[config.mk]
export PLATFORM = sky130hd
export DESIGN_NAME = plot_sink
export DESIGN_NICKNAME = d
export VERILOG_FILES = /design/src/rtl/plot_sink.sv
export SDC_FILE = /design/constraint.sdc
export NUM_CORES = 1
export LEC_CHECK = 0
export CAP_MARGIN = 20
export CELL_PAD_IN_SITES_DETAIL_PLACEMENT = 1
export CELL_PAD_IN_SITES_GLOBAL_PLACEMENT = 1
export CORE_MARGIN = 3
export CORE_UTILIZATION = 51
export DETAILED_ROUTE_END_ITERATION = 12
export GPL_ROUTABILITY_DRIVEN = 0
export PLACE_DENSITY_LB_ADDON = 0.05
export SLEW_MARGIN = 20
export SYNTH_ARGS = -nofsm -noshare
export SYNTH_HDL_FRONTEND = slang
export SYNTH_SLANG_ARGS = --single-unit
[constraint.sdc]
create_clock -name iClock -period 4.1 [get_ports iClock]
set_clock_uncertainty 0.15 [all_clocks]
set_input_delay 0.82 -clock iClock [delete_from_list [all_inputs] [get_ports iClock]]
set_output_delay 0.82 -clock iClock [all_outputs]
set_load 0.03 [all_outputs]
[src/rtl/plot_sink.sv]
// plot_sink: queues pixel writes from a drawing block in a small FIFO, drains them
// to a framebuffer write port, and sweeps a full-screen clear to colour 0.
// Build option: define PLOT_SINK_CLIP_EN to discard off-screen pixels at the input.
module plot_sink #(
  parameter logic [7:0] X_SCREEN_PIXELS = 8'd160,
  parameter logic [6:0] Y_SCREEN_PIXELS = 7'd120,
  parameter int         DEPTH           = 8
) (
  input  logic        iClock,
  input  logic        iReset,
  input  logic [7:0]  iX,
  input  logic [6:0]  iY,
  input  logic [2:0]  iColour,
  input  logic        iPlot,
  input  logic        iClear,
  input  logic        iMemReady,
  output logic [14:0] oMemAddr,
  output logic [2:0]  oMemData,
  output logic        oMemWrEn,
  output logic        oFull,
  output logic        oOverflow,
  output logic        oBusy,
  output logic        oClearDone
);

  localparam int AW = (DEPTH > 1) ? $clog2(DEPTH) : 1;
  localparam int CW = AW + 1;
  localparam logic [14:0] LAST_ADDR =
    15'(int'(X_SCREEN_PIXELS) * int'(Y_SCREEN_PIXELS) - 1);

  typedef enum logic [1:0] {S_IDLE, S_DRAIN, S_CLEAR, S_CLEAR_DONE} state_t;

  typedef struct packed {
    logic [7:0] x;
    logic [6:0] y;
    logic [2:0] colour;
  } pixel_t;

  state_t        state, state_next;
  pixel_t        fifo_mem [DEPTH];
  pixel_t        head;
  logic [AW-1:0] wr_ptr, rd_ptr;
  logic [CW-1:0] count, count_next;
  logic          full_q, overflow_q;
  logic          in_range, push, pop, clear_wr, clear_last;
  logic [14:0]   sweep_q, head_addr;
  logic          wr_en_q;
  logic [14:0]   addr_q;
  logic [2:0]    data_q;

`ifdef PLOT_SINK_CLIP_EN
  assign in_range = (iX < X_SCREEN_PIXELS) && (iY < Y_SCREEN_PIXELS);
`else
  assign in_range = 1'b1;
`endif

  // full_q is registered, so a push that coincides with a pop while full is still dropped.
  assign push       = iPlot && in_range && !full_q;
  assign head       = fifo_mem[rd_ptr];
  assign head_addr  = 15'(head.y) * 15'(X_SCREEN_PIXELS) + 15'(head.x);
  assign count_next = count + CW'(push) - CW'(pop);
  assign clear_last = clear_wr && (sweep_q == LAST_ADDR);

  // State register
  // NOTE: sequential state uses non-blocking assignments so every flop samples pre-edge values.
  always_ff @(posedge iClock or posedge iReset) begin
    if (iReset) state <= S_IDLE;
    else        state <= state_next;
  end

  // Next-state logic; an incoming push moves IDLE to DRAIN at once to keep first-pixel latency short.
  // NOTE: every combinational output gets a default first so no latch is inferred.
  always_comb begin
    state_next = state;
    case (state)
      S_IDLE: begin
        if (iClear)                     state_next = S_CLEAR;
        else if (count != '0 || push)   state_next = S_DRAIN;
      end
      S_DRAIN:      if (count == '0 && !push) state_next = S_IDLE;
      S_CLEAR:      if (clear_last)           state_next = S_CLEAR_DONE;
      S_CLEAR_DONE: state_next = S_IDLE;
      default:      state_next = S_IDLE;
    endcase
  end

  // Output decode: which write source (if any) owns the port this cycle
  always_comb begin
    pop        = 1'b0;
    clear_wr   = 1'b0;
    oClearDone = 1'b0;
    case (state)
      S_DRAIN:      pop        = iMemReady && (count != '0);
      S_CLEAR:      clear_wr   = iMemReady;
      S_CLEAR_DONE: oClearDone = 1'b1;
      default:      ;
    endcase
  end

  // NOTE: the pixel storage has no reset; pointers and count alone define what is valid.
  always_ff @(posedge iClock) begin
    if (push) fifo_mem[wr_ptr] <= '{x: iX, y: iY, colour: iColour};
  end

  always_ff @(posedge iClock or posedge iReset) begin
    if (iReset) begin
      wr_ptr     <= '0;
      rd_ptr     <= '0;
      count      <= '0;
      full_q     <= 1'b0;
      overflow_q <= 1'b0;
    end else begin
      if (push) wr_ptr <= wr_ptr + 1'b1;
      if (pop)  rd_ptr <= rd_ptr + 1'b1;
      count  <= count_next;
      full_q <= (count_next == CW'(DEPTH));
      if (iPlot && in_range && full_q) overflow_q <= 1'b1;
    end
  end

  always_ff @(posedge iClock or posedge iReset) begin
    if (iReset)          sweep_q <= '0;
    else if (clear_last) sweep_q <= '0;
    else if (clear_wr)   sweep_q <= sweep_q + 15'd1;
  end

  // Registered framebuffer port: one strobe per accepted write, cleared the cycle after.
  always_ff @(posedge iClock or posedge iReset) begin
    if (iReset) begin
      wr_en_q <= 1'b0;
      addr_q  <= '0;
      data_q  <= '0;
    end else if (pop) begin
      wr_en_q <= 1'b1;
      addr_q  <= head_addr;
      data_q  <= head.colour;
    end else if (clear_wr) begin
      wr_en_q <= 1'b1;
      addr_q  <= sweep_q;
      data_q  <= 3'd0;
    end else begin
      wr_en_q <= 1'b0;
    end
  end

  assign oMemWrEn  = wr_en_q;
  assign oMemAddr  = addr_q;
  assign oMemData  = data_q;
  assign oFull     = full_q;
  assign oOverflow = overflow_q;
  assign oBusy     = (state != S_IDLE) || (count != '0);

endmodule

==> flow_metrics.py <==
metrics = {
    "final_layout": {
        "multi_input_area_um2": 2440,
        "fin_nets": 609,
        "n_fill_cell": 1407,
        "syn_to_final_growth_pct": 17.6,
        "regArea_um2": 5530,
        "diodes": 0,
        "fin_area_um2": 9550,
        "drive_gt1_share_pct": 17.9,
    },
    "worst_setup_path": {
        "cp_slowest_cell": "dfrtp_2",
        "crit_chain": "buf_4 -> mux4_2 -> mux2_2 -> ha_1 -> inv_1 -> fa_1 -> xnor2_1 -> nor2b_1 -> o211ai_1 -> nor3_1 -> xor3_1 -> o21ai_1",
        "r2r_start": "rd_ptr[0]",
        "crit_path_max_fanout": 10,
        "cp_num_buf_inv": 2,
        "r2r_cells": 12,
        "critical_path.startpoint_type": "flop",
        "startpoint": "rd_ptr[0]",
        "r2r_end": "oMemAddr[13]",
        "max_stage_delay_ns": 0.55,
        "rrSetupSlack_ns": 0.29,
        "worstSetupPathType": "reg -> reg",
        "worstPathArrival_ns": 4.01,
        "required_ns": 4.30,
        "path_delay_family": "multiplexers",
        "end_kind": "flop",
    },
    "sta": {
        "whs_ns": 0.320,
        "worst_slack_ns": 0.289,
        "fin_crit_sh_pct": 92.9,
        "slew_headroom_pct": 39.7,
        "fin_tns_setup_ns": 0,
        "drv_slew": 0,
        "period_needed_ns": 3.81,
        "finalHoldViolCount": 0,
        "worstMarginPinSlew_ns": 0.904,
        "fmax_mhz": 262,
        "rsz0062_at_grt": "no",
        "setup_viol": 0,
    },
    "detailed_routing": {
        "wirelength_um": 17200,
        "first_iter_violations": 256,
        "vias": 4373,
        "drc": 0,
        "ant_nets": 0,
        "viasPerCell": 5.56,
        "wl_per_cell_um": 21.8,
        "dr.pass1.iters": 4,
    },
    "cts": {
        "cts_root_buffer": "clkbuf_16",
        "cts_tree": "done",
        "cts_setup_buffers": 0,
        "worstSkewPairLatency_ns": 0.43,
        "htree_levels": 4,
        "cts_hold_buf": 0,
        "clk_pin_slew_worst_paths_ns": 0.08,
        "post_cts_resize_count": 0,
        "cts_sinks": 192,
        "cts_buffer_depth": 2,
        "cts_inserted_buffers": 17,
    },
    "yosys": {
        "syn_avg_cell_area_um2": 16.3,
        "syn-instance-count": 499,
        "yosys_most_used_dff": "edfxtp_1",
        "synth-seq-area-share_pct": 68.1,
        "yosysMostFrequentCell": "edfxtp_1",
        "synthTopCellsByArea": "edfxtp_1 53%, dfrtp_1 15%, mux4_2 10%",
        "synth_async_sr_flop_share_pct": 25.0,
        "syn-num-nets": 546,
        "ys_warn_count": 0,
        "yosys.area.top_type_share_pct": 53.3,
        "synth-edff-count": 144,
        "yosysTopAreaCell": "edfxtp_1",
        "synth_common_cells": "144 x edfxtp_1, 48 x dfrtp_1, 48 x nand2_1",
        "ys_ff_latch": 192,
        "yosysUniqueCellTypes": 45,
        "synth_area_um2": 8120,
    },
    "floorplanning": {
        "die_area_um2": 17500,
        "io_pins": 46,
        "die_y_um": 132,
        "dieWidth_um": 132,
        "initial_core_util_pct": 52.8,
        "design.core.area_um2": 15400,
        "row_count": 45,
    },
    "placement": {
        "dp_hpwl_um": 10700,
        "io_buffers": 45,
        "placed_cell_area_um2": 8880,
        "pre_cts_ws_ns": 0.240,
    },
    "pwr": {
        "leakagePower_uw": 0.00350,
        "ir_worst_vdd_mv": 0.444,
        "power.density_nw_per_um2": 810,
    },
    "hold_path": {
        "holdPathStages": 1,
        "min_from": "oOverflow",
        "hold_path_end": "oOverflow",
        "hold_class": "reg -> reg",
    },
    "global_route": {
        "grt_pass1_vias": 4724,
        "grt_pass1_wl_um": 27200,
        "grt_max_degree": 49,
        "grt_overflow": 0,
        "antenna_found_initial": 0,
        "gr-usage-all-layers_pct": 20.6,
    },
    "run": {
        "maxCapViolations": 0,
    },
    "outcome": {
        "status": "completed",
    },
}
-- layout by cell type, fill, tap and decap left out, types with 2 or more instances in the layout --
cell             instances
nor2_1                  25
mux4_2                  36
nor3_2                   2
ha_1                    21
o211ai_1                 3
nor2b_1                  9
nand2_1                 48
inv_2                    4
nand3_1                  9
bufinv_16                3
buf_4                   18
dfrtp_1                 47
edfxtp_1               144
xnor2_1                 18
o21ai_1                  7
a21o_1                   7
clkdlybuf4s50_1         45
mux2_2                   7
and3_1                   7
a21oi_1                  5
inv_8                    5
inv_6                    2
fa_1                     3
a31oi_1                 12
o21ai_0                  4
clkbuf_16               17
nand2b_1                 6
mux2i_1                  6
inv_1                   14
clkinv_8                 3
a211oi_1                 5
xor2_1                  10
nor3_1                   4
-- power breakdown --
part           internal, µW  switching [µW]
Combinational          1470            1730
Sequential             2470             241
Clock                  1010             804
-- per-stage QoR --
step,util [%],std cells,power (µW)
after detailed placement,57.8,754,5980
final,62.1,786,7730
after global routing,62.1,786,8230
after CTS,62.1,786,7830
after global placement,57.8,754,5860
after floorplan,-,499,5040
-- metal layers --
metal  wire length [µm]  global-route usage, %  up-vias
li1                   -                      -     2017
met1               7550                   27.5     2265
met4                146                   4.56        0
met3                579                   4.24       13
met2               8870                   35.6       78
met5                  0                      0        -
-- sequential cells by signal, indices dropped and copies added (netlist names) --
register,flops
oMemWrEn,1
fifo_mem,144
oMemData,3
oFull,1
wr_ptr,3
state,2
sweep_q,15
rd_ptr,3
oOverflow,1
count,4
oMemAddr,15
-- kinds of logic after synthesis --
logic type | after synthesis | synth area share, %
flops | 192 | 68.1
buf+inv | 38 | 2.05
simple gates | 120 | 7.07
fa+ha+maj | 24 | 3.98
xor+xnor | 29 | 3.31
compound gates | 45 | 3.51
mux | 51 | 12.0
-- area by class of cell --
cell class	instances	share of cell area [%]
clock buffer	17	4.46
multi-input combinational	269	25.5
inverter	19	0.760
sequential	192	57.9
clock inverter	15	2.48
timing repair buffer	63	6.13
tap	211	2.77
-- how the worst max path moves through the flow --
stage	endpoint	slack (ns)	cells past startpoint
after floorplan	oMemAddr[13]	0.29	15
after global placement	oMemAddr[13]	0.44	12
after detailed placement	oMemAddr[13]	0.24	12
after CTS	oMemAddr[13]	0.23	12
after global routing	oMemAddr[13]	0.04	12
final	oMemAddr[13]	0.29	12
(Power assumes the default switching activity.)
